File: src/rtl/bus_arbiter.sv
// bus_arbiter: round-robin arbiter sharing the data-side slave bus between two masters,
// with registered grant, bounded burst lock and registered read-data return.

module bus_arbiter_checker (
  input logic clk,
  input logic reset,
  input logic m0_gnt,
  input logic m1_gnt,
  input logic m0_rvalid,
  input logic m1_rvalid
);

  // Protocol properties of the arbiter outputs
  always @(posedge clk) begin
    if (!reset) begin
      assert (!(m0_gnt && m1_gnt)) else $error("both grants high");
    end
  end

  a_m0_rvalid_follows: assert property (@(posedge clk) disable iff (reset) m0_gnt |=> m0_rvalid);
  a_m1_rvalid_follows: assert property (@(posedge clk) disable iff (reset) m1_gnt |=> m1_rvalid);

endmodule

module bus_arbiter #(
  parameter int unsigned MAX_LOCK = 8
) (
  input  logic        clk,
  input  logic        reset,
  input  logic        m0_req,
  input  logic        m0_lock,
  input  logic [31:0] m0_addr,
  input  logic [31:0] m0_wdata,
  input  logic [3:0]  m0_byteen,
  output logic        m0_gnt,
  output logic        m0_rvalid,
  output logic [31:0] m0_rdata,
  input  logic        m1_req,
  input  logic        m1_lock,
  input  logic [31:0] m1_addr,
  input  logic [31:0] m1_wdata,
  input  logic [3:0]  m1_byteen,
  output logic        m1_gnt,
  output logic        m1_rvalid,
  output logic [31:0] m1_rdata,
  output logic [31:0] bus_addr,
  output logic [31:0] bus_wdata,
  output logic [3:0]  bus_byteen,
  input  logic [31:0] bus_rdata
);

  typedef enum logic [1:0] {
    OWN_NONE = 2'd0,
    OWN_M0   = 2'd1,
    OWN_M1   = 2'd2
  } owner_e;

  localparam logic [3:0] LOCK_LIMIT = 4'(MAX_LOCK);

  owner_e      owner_q, owner_d;
  logic        last_q, last_d;          // 1'b0: M0 was last owner, 1'b1: M1
  logic [3:0]  lock_cnt_q, lock_cnt_d;
  logic        m0_rvalid_q, m0_rvalid_d;
  logic        m1_rvalid_q, m1_rvalid_d;
  logic [31:0] m0_rdata_q, m0_rdata_d;
  logic [31:0] m1_rdata_q, m1_rdata_d;

  logic        m0_gnt_s, m1_gnt_s;
  logic        m0_eff_s, m1_eff_s;
  logic        owner_lock_s;

  assign m0_gnt_s = (owner_q == OWN_M0);
  assign m1_gnt_s = (owner_q == OWN_M1);

  // A request seen during its own unlocked grant cycle is the access already on the bus.
  assign m0_eff_s = m0_req & ~(m0_gnt_s & ~m0_lock);
  assign m1_eff_s = m1_req & ~(m1_gnt_s & ~m1_lock);

  // Current owner's lock request
  always_comb begin
    owner_lock_s = 1'b0;
    case (owner_q)
      OWN_M0:  owner_lock_s = m0_lock;
      OWN_M1:  owner_lock_s = m1_lock;
      default: owner_lock_s = 1'b0;
    endcase
  end

  // Next-owner decision, round-robin pointer and lock counter
  always_comb begin
    owner_d    = OWN_NONE;
    last_d     = last_q;
    lock_cnt_d = 4'd0;

    if (m0_eff_s && m1_eff_s) begin
      if ((owner_q == OWN_M0) && m0_lock && (lock_cnt_q < LOCK_LIMIT)) begin
        owner_d = OWN_M0;
      end else if ((owner_q == OWN_M1) && m1_lock && (lock_cnt_q < LOCK_LIMIT)) begin
        owner_d = OWN_M1;
      end else if (last_q) begin
        owner_d = OWN_M0;
      end else begin
        owner_d = OWN_M1;
      end
    end else if (m0_eff_s) begin
      owner_d = OWN_M0;
    end else if (m1_eff_s) begin
      owner_d = OWN_M1;
    end else begin
      owner_d = OWN_NONE;
    end

    case (owner_d)
      OWN_M0:  last_d = 1'b0;
      OWN_M1:  last_d = 1'b1;
      default: last_d = last_q;
    endcase

    // Counting only runs while the other master is being held off by a lock.
    if (m0_eff_s && m1_eff_s && (owner_d == owner_q) && (owner_d != OWN_NONE) && owner_lock_s) begin
      if (lock_cnt_q < LOCK_LIMIT) begin
        lock_cnt_d = lock_cnt_q + 4'd1;
      end else begin
        lock_cnt_d = lock_cnt_q;
      end
    end else begin
      lock_cnt_d = 4'd0;
    end
  end

  // Response capture for the master owning the bus this cycle
  always_comb begin
    m0_rvalid_d = m0_gnt_s;
    m1_rvalid_d = m1_gnt_s;
    if (m0_gnt_s) begin
      m0_rdata_d = bus_rdata;
    end else begin
      m0_rdata_d = m0_rdata_q;
    end
    if (m1_gnt_s) begin
      m1_rdata_d = bus_rdata;
    end else begin
      m1_rdata_d = m1_rdata_q;
    end
  end

  // Arbitration and response state registers
  always_ff @(posedge clk or posedge reset) begin
    if (reset) begin
      owner_q     <= OWN_NONE;
      last_q      <= 1'b1;
      lock_cnt_q  <= 4'd0;
      m0_rvalid_q <= 1'b0;
      m1_rvalid_q <= 1'b0;
      m0_rdata_q  <= 32'h0000_0000;
      m1_rdata_q  <= 32'h0000_0000;
    end else begin
      owner_q     <= owner_d;
      last_q      <= last_d;
      lock_cnt_q  <= lock_cnt_d;
      m0_rvalid_q <= m0_rvalid_d;
      m1_rvalid_q <= m1_rvalid_d;
      m0_rdata_q  <= m0_rdata_d;
      m1_rdata_q  <= m1_rdata_d;
    end
  end

  // Bus mux follows the registered owner; an idle bus carries no write
  always_comb begin
    bus_addr   = 32'h0000_0000;
    bus_wdata  = 32'h0000_0000;
    bus_byteen = 4'h0;
    case (owner_q)
      OWN_M0: begin
        bus_addr   = m0_addr;
        bus_wdata  = m0_wdata;
        bus_byteen = m0_byteen;
      end
      OWN_M1: begin
        bus_addr   = m1_addr;
        bus_wdata  = m1_wdata;
        bus_byteen = m1_byteen;
      end
      default: begin
        bus_addr   = 32'h0000_0000;
        bus_wdata  = 32'h0000_0000;
        bus_byteen = 4'h0;
      end
    endcase
  end

  assign m0_gnt    = m0_gnt_s;
  assign m1_gnt    = m1_gnt_s;
  assign m0_rvalid = m0_rvalid_q;
  assign m1_rvalid = m1_rvalid_q;
  assign m0_rdata  = m0_rdata_q;
  assign m1_rdata  = m1_rdata_q;

  bus_arbiter_checker u_checker (
    .clk       (clk),
    .reset     (reset),
    .m0_gnt    (m0_gnt_s),
    .m1_gnt    (m1_gnt_s),
    .m0_rvalid (m0_rvalid_q),
    .m1_rvalid (m1_rvalid_q)
  );

endmodule
File: config.mk
export PLATFORM = sky130hd
export DESIGN_NAME = bus_arbiter
export DESIGN_NICKNAME = d
export VERILOG_FILES = /design/src/rtl/bus_arbiter.sv
export SDC_FILE = /design/constraint.sdc
export NUM_CORES = 1
export LEC_CHECK = 0
export BUFFER_PORTS_ARGS = -buffer_cell sky130_fd_sc_hd__buf_4
export CAP_MARGIN = 0
export CORE_AREA = 2 2 120 122
export CTS_CLUSTER_SIZE = 12
export DETAILED_ROUTE_END_ITERATION = 12
export DIE_AREA = 0 0 122 124
export PLACE_DENSITY_LB_ADDON = 0.05
export SKIP_CTS_REPAIR_TIMING = 1
export SLEW_MARGIN = 20
export SYNTH_ARGS = -nofsm -noshare
export SYNTH_HDL_FRONTEND = slang
export SYNTH_HIERARCHICAL = 1
export SYNTH_SLANG_ARGS = --single-unit
File: constraint.sdc
create_clock -name clk -period 2.9 [get_ports clk]
set_clock_uncertainty 0.05 [all_clocks]
set_input_delay 0.29 -clock clk [delete_from_list [all_inputs] [get_ports clk]]
set_output_delay 0.29 -clock clk [all_outputs]
set_load 0.05 [all_outputs]
### After elaboration in Yosys (flattened, before gate mapping)

Cells that the tools add are included.

* register bits after elaboration: 73
* input bits: 174
* output and inout bits: 136
* logic and storage cells: 46

* add/subtract/negate cells: 1
* magnitude comparators: 1
* equal/unequal tests: 6
* mux-type cells: 13
* bitwise operators: 8
* reduce and logical (&&, ||, !) cells: 10

Operators with widths (count)
* $pmux W32 S2: 2
* $mux W2: 6
* $logic_and A1 B1 Y1: 8
* $mux W4: 2
* $pmux W4 S2: 1
* $add A4 B1 Y4 const B: 1
* $and A1 B1 Y1: 4
* $eq A2 B1 Y1 const B: 2
* $eq A2 B2 Y1 const B: 2
* $lt A4 B4 Y1 const B: 1
* $not A1 Y1: 4
* $pmux W1 S2: 2
* $reduce_bool A2 Y1: 2
* $eq A2 B2 Y1: 1
* $ne A2 B2 Y1 const B: 1

### Logic depth before layout (Yosys ltp)

Gate-level depths: netlist (run 1).

* depth in word-level cells: 12
* depth in mapped cells: 10
* mapped depth without buffers: 9

### Least setup slack after synthesis (run 1)

OpenSTA, ideal clock, no wires.

* path kind: reg-to-output
* start point: reg owner_q[1]
* end point: out bus_addr[1]
* arrival time: 2.223 ns
* required time: 2.560 ns
* path slack: 0.337 ns
* cell stages (with the launch flop): 7
* buffers on the path: 2
* cell sequence: dfrtp_1 -> inv_1 -> ha_1 -> buf_2 -> buf_2 -> a22oi_1 -> nor2_1

* longest elaborated chain between the ends: 2
* elaborated cells between the ends (all ways): 3
* classes of those cells: 2 x eq/ne; 1 x mux

Ends and longest elaborated chain
* from (decl): RTL line 60 `owner_e owner_q, owner_d;`
* from (signal assigned): RTL line 158 `owner_q <= owner_d;`
* $eq A2 B1 Y1
* net m0_gnt: RTL line 35 `output logic m0_gnt,`
* $pmux W32 S2: RTL line 173 `case (owner_q)`
* to (decl): RTL line 46 `output logic [31:0] bus_addr,`

The timed path passes the listed nets, and every way through them passes these cells.

### Worst setup path in the final report (run 1)

* start point: reg owner_q[1]
* end point: out bus_wdata[4]

* longest elaborated chain between the ends: 2
* elaborated cells between the ends (all ways): 3
* classes of those cells: 2 x eq/ne; 1 x mux

Ends and longest elaborated chain
* $eq A2 B2 Y1 / $eq A2 B1 Y1 (equally long branches): RTL line 173
* $pmux W32 S2 (*): RTL line 173
* to (decl): RTL line 47 `output logic [31:0] bus_wdata,`

Every way passes the cells marked *; elsewhere a longest branch is shown, timed or not.

==> results.json, run 1 <==
{
  "status": "finished, final reports clean",
  "ys_ff_latch": 73,
  "hold_start": "bus_rdata[24]",
  "ios": 310,
  "io_buffers": 309,
  "synthFlopType": "dfrtp_1",
  "dp_cells": 809,
  "relSlewSlack_pct": 50.4,
  "maxSlewViolCount": 0,
  "end_kind": "primary output",
  "timing.rr.start": "owner_q[0]",
  "drive_above_1_share_pct": 55.4,
  "drc": 0,
  "syn_nets": 525,
  "dr.pass1.iters": 5,
  "final_cell_mix": "buf_4 (312), dfrtp_1 (72), a22oi_1 (68), nor2_1 (68), mux2_1 (44)",
  "clk_pin_slew_ns": 0.06,
  "rsz0062_at_grt": "no",
  "design_area_sq_um": 6630,
  "grt_util_all_layers_pct": 19.8,
  "initial_core_util_pct": 27.7,
  "clkPwrFrac_pct": 17.9,
  "avgSynthCellArea_sq_um": 11.0,
  "tightestPinTransition_ns": 0.744,
  "netlist_area_sq_um": 3810,
  "vdd_drop_max_v": 0.000638,
  "post_drt_via_cell_ratio": 4.84,
  "cts_buffer_depth": 2,
  "tns_ns": 0,
  "cts-root-buf": "clkbuf_16",
  "hold_class": "primary input to flip-flop",
  "area_delta_synth_final_pct": 74.2,
  "netlist_instances": 346,
  "yosys_warnings": 6,
  "synth_edf_count": 0,
  "antenna_found_initial": 0,
  "nFillCells": 1309,
  "place_hpwl_mm": 12.9,
  "wl_per_cell_microns": 19.7,
  "cp.arrival_ns": 2.29,
  "dpl-instance-area_sq_um": 6260,
  "grt_pass1_wl_mm": 22.1,
  "grt_pass1_vias": 3695,
  "core_sq_um": 13700,
  "h-tree-depth": 3,
  "drtIter0Drc": 240,
  "p_seq_share_pct": 23.0,
  "clk_latency_ns": 0.32,
  "ant_nets": 0,
  "crit_family": "buffers and inverters",
  "diodes": 0,
  "grt_max_degree": 70,
  "clock-sinks": 73,
  "async_flop_share_pct": 100,
  "critical_path.startpoint": "owner_q[1]",
  "setup_viol": 0,
  "cp_slowest_cell": "buf_4",
  "cts_tree": "yes",
  "synth_seq_area_share_pct": 48.0,
  "num_rows": 43,
  "path_class": "flip-flop to primary output",
  "finalCriticalPeriod_ns": 2.63,
  "worstPathBufferInverterCount": 3,
  "start_kind": "flip-flop",
  "cp_cell_sequence": "inv_1, ha_4, buf_4, a22oi_1, nor2_1, buf_4",
  "final.period_utilization_pct": 90.8,
  "worst_path_largest_cell_delay_ns": 0.53,
  "maxCapViolCount": 0,
  "switching_share_pct": 49.6,
  "grt-ovfl-total": 0,
  "stdcell_count": 826,
  "place.gp.congestion": 0.848,
  "dieArea_sq_um": 15100,
  "power_density_nw_per_um2": 1090,
  "required_ns": 2.56,
  "worstPathMaxFanout": 56,
  "max_freq_ghz": 0.380,
  "die_w_microns": 122,
  "chipHeight_microns": 124,
  "power.internal_uw": 3640,
  "synth.distinct_cells": 34,
  "power.total_uw": 7220,
  "leakagePower_uw": 0.00322,
  "multiInputGateArea_sq_um": 1820,
  "finalHoldViolations": 0,
  "cts_buffers": 9,
  "layout_commonest_cell": "buf_4",
  "seqCellArea_sq_um": 1830,
  "final_nets": 820,
  "cp_common_cell": "buf_4",
  "comb_power_share_pct": 59.2,
  "power_switching_uw": 3580,
  "num_vias": 4001,
  "finalWirelength_mm": 16.2
}
-- final cells by class --
cell class	instances	area share, %
Sequential cell	73	27.6
Multi-Input combinational cell	237	27.4
Timing Repair Buffer	315	36.0
Clock inverter	6	1.74
Clock buffer	10	3.61
Inverter	5	0.283
Tap cell	180	3.40
-- final timing paths --
| check | endpoint | cells after the start | slack [ns] |
|---|---|---|---|
| min in group asynchronous | m0_rdata[19] | 3 | 0.48 |
| worst max-delay path | bus_wdata[4] | 6 | 0.27 |
| max in group asynchronous | m0_rdata[27] | 4 | 1.67 |
| worst max register to register | lock_cnt_q[3] | 9 | 0.46 |
| worst min-delay path | m0_rdata[24] | 2 | 0.13 |
| worst min register to register | m1_rdata[1] | 1 | 0.43 |
-- power by group through the flow --
stage	clock (uW)	sequential, uW	combinational (uW)
final	1290	1660	4270
after global placement	0	1670	4290
after CTS	1320	1670	4300
after floorplan	0	3100	1460
after detailed placement	0	1680	4300
after global routing	1360	1720	4460
-- metrics by stage --
step	setup WS, ns	hold WS (ns)	util (%)
final	0.265	0.134	48.3
after CTS	0.131	-0.0589	48.2
after floorplan	0.337	0.375	-
after detailed placement	0.491	0.300	45.6
after global routing	0.104	0.122	48.3
after global placement	0.541	0.297	45.6
-- cell usage after synthesis (all sizes together) (2+ instances only) --
| library cell | n | area share (%) |
|---|---|---|
| dfrtp | 72 | 47 |
| and2 | 2 | 0.33 |
| clkbuf | 5 | 0.49 |
| a22oi | 68 | 13 |
| a211oi | 4 | 0.79 |
| and3b | 3 | 0.69 |
| a21oi | 2 | 0.26 |
| ha | 5 | 1.6 |
| mux2 | 65 | 19 |
| inv | 5 | 0.49 |
| nand3b | 2 | 0.39 |
| nor2 | 68 | 6.7 |
| o2111ai | 2 | 0.62 |
| o21ai | 4 | 0.53 |
| buf | 26 | 3.8 |
-- logic make-up (layout without fill, tap and decap cells) --
logic type                 after synthesis  in the layout  synth area share [%]
AOI/OAI and AO/OA                       84             84                  16.6
and+or+nand+nor                         80             80                  8.94
DFF                                     73             73                  48.0
muxes                                   66             66                  19.5
buffers and inverters                   36            336                  4.83
adders and majority gates                5              5                  1.64
xor gates and xnor gates                 2              2                 0.460
-- state kept, by name, summed over array words and instances (netlist names) --
register,count
m0_rvalid,1
lock_cnt_q,4
m0_rdata,32
m1_rvalid,1
last_q,1
owner_q,2
m1_rdata,32
-- worst register-to-register path: stages, from the launching register on --
cell       delay [ns]
dfrtp_1          0.42
inv_1            0.12
ha_4             0.25
and3b_1          0.21
o21ai_0          0.23
o21ai_1          0.14
ha_1             0.21
nor3b_1          0.19
o2111ai_1        0.23
a211oi_1         0.29
-- per-layer routing --
metal  track usage (%)  wire, microns  vias up
li1                  -              -     1852
met1              26.3           6750     1943
met2              32.5           8020      198
met3              5.86           1380        8
met4              3.23            103        0
met5                 0              0        -
Power figures use the tool's default switching activity.
==> inputs of run 2 (changes only) <==
Settings changed: ABC_AREA set to 1.
==> run 2 against run 1 <==
The flow now finishes with violations (negative hold slack). Cell count is 25% higher. First-iteration DRC count is 6.3% higher. Synthesized cell count is 60% higher. Sequential power is 7% higher. Largest cell class unchanged.
==> results.json, run 2 <==
{
  "power_density_nw_per_um2": 1180,
  "h-tree-depth": 3,
  "fin_ws_ns": 0.297,
  "grt-ovfl-total": 0,
  "die_w_microns": 122,
  "multiInputGateArea_sq_um": 1860,
  "clock-sinks": 73,
  "comb_power_share_pct": 64.6,
  "ys_ff_latch": 73,
  "relSlewSlack_pct": 30.4,
  "final_nets": 1023,
  "synth_most_common_cell": "nand2_1",
  "violations": "negative hold slack",
  "ios": 310,
  "drive_above_1_share_pct": 40.8,
  "maxCapViolCount": 0,
  "finalCriticalPeriod_ns": 2.60,
  "synth_common_cells": "nand2_1 (338), dfrtp_1 (72), a21oi_1 (68)",
  "maxSlewViolCount": 0,
  "clk_latency_ns": 0.32,
  "seqCellArea_sq_um": 1830,
  "synth_edf_count": 0,
  "power.internal_uw": 3470,
  "tightestPinTransition_ns": 1.04,
  "whs_ns": -0.0142,
  "stdcell_count": 1029,
  "cts-root-buf": "clkbuf_16",
  "final.period_utilization_pct": 89.7,
  "dieArea_sq_um": 15100,
  "yosys_warnings": 6,
  "max_freq_ghz": 0.384,
  "synth_top_area_share_pct": 46.6,
  "place.gp.congestion": 0.865,
  "leakagePower_uw": 0.00358,
  "cp.arrival_ns": 2.26,
  "num_rows": 43,
  "worstPathMaxFanout": 51,
  "wl_per_cell_microns": 15.8,
  "yosys.area.top_type": "dfrtp_1",
  "cts_buffer_depth": 2,
  "nFillCells": 1446,
  "finalHoldViolations": 23,
  "syn_nets": 733,
  "io_buffers": 309,
  "antenna_found_initial": 0,
  "finalWirelength_mm": 16.3,
  "p_seq_share_pct": 22.6,
  "tns_ns": 0,
  "status": "finished, violations left",
  "drtIter0Drc": 255,
  "area_delta_synth_final_pct": 70.8,
  "required_ns": 2.56,
  "cts_buffers": 9,
  "async_flop_share_pct": 100,
  "dr.pass1.iters": 4,
  "clk_pin_slew_ns": 0.06,
  "place_hpwl_mm": 12.7,
  "grt_pass1_wl_mm": 24.6,
  "diodes": 0,
  "rsz0062_at_grt": "no",
  "netlist_instances": 554,
  "grt_pass1_vias": 4544,
  "num_vias": 4603,
  "hold_class": "primary input to async pin",
  "path_class": "flip-flop to primary output",
  "netlist_area_sq_um": 3870,
  "ant_nets": 0,
  "synth.distinct_cells": 20,
  "synthTopCellsByArea": "dfrtp_1 (47%), nand2_1 (33%), a21oi_1 (8.8%)",
  "avgSynthCellArea_sq_um": 6.98,
  "start_kind": "flip-flop",
  "dp_slack_ns": 0.509,
  "cts_tree": "yes",
  "chipHeight_microns": 124,
  "final_cell_mix": "nand2_1 (338), buf_4 (314), dfrtp_1 (72), a21oi_1 (68)",
  "grt_util_all_layers_pct": 21.4,
  "core_sq_um": 13700,
  "drc": 0,
  "post_drt_via_cell_ratio": 4.47,
  "vdd_drop_max_v": 0.000371,
  "power_switching_uw": 4350,
  "synth_seq_area_share_pct": 47.3,
  "layout_commonest_cell": "nand2_1",
  "end_kind": "primary output",
  "synthFlopType": "dfrtp_1",
  "grt_max_degree": 70,
  "initial_core_util_pct": 28.2,
  "power.total_uw": 7820,
  "switching_share_pct": 55.6,
  "setup_viol": 0,
  "clkPwrFrac_pct": 12.8,
  "dp_cells": 1013
}
[run 2: cell types whose count changed in the layout (fill, tap and decap cells not counted), sizes merged, moves of 4 or more]
cell    before  now
nand2        1  342
a22oi       68    0
inv          5   11
nand3        0    5
nor2        68    3
mux2        65    1
nor3         0    5
a21oi        2   68
a211oi       4    0
[run 2: worst max-delay path: stages, from the launching register on]
cell	delay (ns)
dfrtp_1	0.41
inv_1	0.13
ha_4	0.33
buf_4	0.51
nand2_1	0.12
a21oi_1	0.18
buf_4	0.23
[run 2: through the flow]
| step | util, % | area [sq um] |
|---|---|---|
| final | 48.2 | 6610 |
| after floorplan | - | 3870 |
| after global routing | 48.2 | 6610 |
| after global placement | 46.2 | 6330 |
| after detailed placement | 46.2 | 6330 |
| after CTS | 48.2 | 6610 |
[run 2: cell type report]
class | count | share of cell area (%)
Sequential cell | 73 | 27.7
Multi-Input combinational cell | 434 | 28.2
Timing Repair Buffer | 315 | 36.0
Tap cell | 180 | 3.41
Clock inverter | 5 | 0.473
Clock buffer | 11 | 3.67
Inverter | 11 | 0.625
[run 2: routing by layer]
layer,track usage (%),share of wire (%),vias up
met4,7.61,1.3,0
met1,25.8,39,2128
met2,36.3,51,167
met5,0,0,-
met3,6.41,8.4,12
li1,-,-,2296
[run 2: kinds of logic after synthesis]
logic type | after synthesis | synth area share [%]
simple gates | 355 | 35.7
flops | 73 | 47.3
compound gates | 70 | 9.16
buf+inv | 47 | 5.27
fa+ha+maj | 5 | 1.62
xor+xnor | 2 | 0.453
mux | 2 | 0.550
[run 2: final timing paths]
path                       slack [ns]            end          start  cells past startpoint
max                              0.30   bus_addr[26]     owner_q[0]                      6
min                             -0.01   m1_rdata[17]          reset                      2
max reg2reg                      0.54  lock_cnt_q[2]     owner_q[0]                     13
min reg2reg                      0.42    m1_rdata[4]    m1_rdata[4]                      2
max in group asynchronous        2.14    m1_rdata[0]          reset                      3
min in group clk                 0.12   m1_rdata[20]  bus_rdata[20]                      3
[run 2: power by group through the flow]
stage,Combinational [uW],Sequential (uW),Clock [uW]
final,5050,1770,1000
after global routing,5360,1830,1080
after CTS,5110,1770,1030
after detailed placement,5100,1780,0
after global placement,5070,1770,0
after floorplan,1830,3360,0
==> inputs of run 3 (changes only) <==
Settings changed: SLEW_MARGIN 20 to unset.
Clock period 2.9 ns to 2.2 ns, I/O delays scaled along.
==> run 3 against run 2 <==
The flow still finishes with violations (negative hold slack). Register-to-register slack got worse by 0.50 ns. Sequential power rose by 32%. Clock power rose by 55%. Count of clock-buffer cells in the layout fell by 2. Power rose by 49%. Critical path depth did not move. Largest cell class is now multi-input combinational cells. Wire length rose by 2.7%. Die area did not move.
==> results.json, run 3 (synthesis results as in run 2) <==
{
  "ant_nets": 0,
  "place_hpwl_mm": 13.0,
  "grt_pass1_vias": 4821,
  "drc": 0,
  "maxSlewViolCount": 0,
  "clock-sinks": 73,
  "required_ns": 1.93,
  "setup_viol": 0,
  "grtUsageMet1_pct": 23.8,
  "cp.arrival_ns": 1.90,
  "tns_ns": 0,
  "violations": "negative hold slack",
  "place.gp.congestion": 0.848,
  "clk_latency_ns": 0.33,
  "maxCapViolCount": 0,
  "antenna_found_initial": 1,
  "io_buffers": 309,
  "final_cell_mix": "nand2_1 (334), buf_4 (325), dfrtp_1 (71), a21oi_4 (67), clkbuf_16 (9)",
  "drive_above_1_share_pct": 51.8,
  "path_class": "flip-flop to primary output",
  "final.period_utilization_pct": 98.5,
  "worstPathMaxFanout": 73,
  "hold_class": "primary input to async pin",
  "relSlewSlack_pct": 53.8,
  "finalHoldViolations": 30,
  "wl_per_cell_microns": 16.0,
  "core_sq_um": 13700,
  "final_nets": 1041,
  "drtIter0Drc": 167,
  "chipHeight_microns": 124,
  "dpl-instance-area_sq_um": 7210,
  "grt-ovfl-total": 0,
  "status": "finished, violations left",
  "grt_pass1_wl_mm": 24.9,
  "tightestPinTransition_ns": 0.691,
  "vdd_drop_max_v": 0.000503,
  "cts_buffers": 9,
  "end_kind": "primary output",
  "rsz0062_at_grt": "yes",
  "nFillCells": 1310,
  "layout_commonest_cell": "nand2_1",
  "initial_core_util_pct": 28.2,
  "area_delta_synth_final_pct": 99.7,
  "dieArea_sq_um": 15100,
  "clk_pin_slew_ns": 0.06,
  "h-tree-depth": 3,
  "die_w_microns": 122,
  "whs_ns": -0.0452,
  "ios": 310,
  "finalWirelength_mm": 16.7,
  "cts_buffer_depth": 2,
  "cts-root-buf": "clkbuf_16",
  "finalCriticalPeriod_ns": 2.17,
  "power_density_nw_per_um2": 1510,
  "max_freq_ghz": 0.462,
  "grt_util_all_layers_pct": 21.2,
  "post_drt_via_cell_ratio": 4.57,
  "cts_tree": "yes",
  "grt.busiest_layer": "met2",
  "num_vias": 4790,
  "grt_max_degree": 74,
  "leakagePower_uw": 0.00378,
  "num_rows": 43,
  "grtUsageMet2_pct": 37.5,
  "grt_use_met3_pct": 7.23,
  "design_area_sq_um": 7720,
  "dr.pass1.iters": 6,
  "start_kind": "flip-flop"
}
## run 3: stage by stage
step           cells  worst slack [ns]  utilization [%]  power [uW]
3_3_place_gp    1020             0.117             52.5        9910
6_report        1048            0.0338             56.3       11600
2_1_floorplan    554            0.0197                -        7560
3_5_place_dp    1020            0.0158             52.5        9990
4_1_cts         1036            -0.236             54.9       11600
5_1_grt         1047            -0.114             56.3       12300
## run 3: power breakdown
part / switching, uW / leakage (uW) / internal [uW]
registers: 362 / 0.000906 / 1970
clock network: 554 / 0.000155 / 991
logic: 5440 / 0.00272 / 2310
total: 6360 / 0.00378 / 5270
## run 3: final timing paths
check	from	end	slack [ns]	cells after the start
worst max register to register	owner_q[1]	lock_cnt_q[0]	0.04	13
worst min-delay path	reset	m0_rdata[22]	-0.05	2
min in group clk	bus_rdata[21]	m1_rdata[21]	0.05	3
worst min register to register	m0_rdata[6]	m0_rdata[6]	0.42	2
worst max-delay path	owner_q[0]	bus_wdata[24]	0.03	6
max in group asynchronous	reset	last_q	1.49	3
## run 3: final cells by class
cell class / instances / area, sq um / area share (%)
Inverter: 11 / 41.3 / 0.535
Tap cell: 180 / 225 / 2.92
Antenna cell: 1 / 2.50 / 0.0324
Sequential cell: 73 / 1830 / 23.7
Clock inverter: 7 / 95.1 / 1.23
Clock buffer: 9 / 225 / 2.92
Multi-Input combinational cell: 434 / 2710 / 35.1
Timing Repair Buffer: 333 / 2590 / 33.6
## run 3: worst max-delay path, cell delays in order, from the launching register on
cell and delay (ns):
dfrtp_1 0.42, inv_2 0.10, ha_4 0.19, buf_12 0.29, nand2_1 0.17, a21oi_4 0.14, buf_4 0.21
## run 3: per-layer routing
metal | vias up | routed length (microns) | part of all wire [%]
li1 | 2336 | - | -
met4 | 0 | 331 | 2.0
met1 | 2247 | 6200 | 37
met3 | 20 | 1540 | 9.2
met2 | 187 | 8670 | 52
met5 | - | 0 | 0
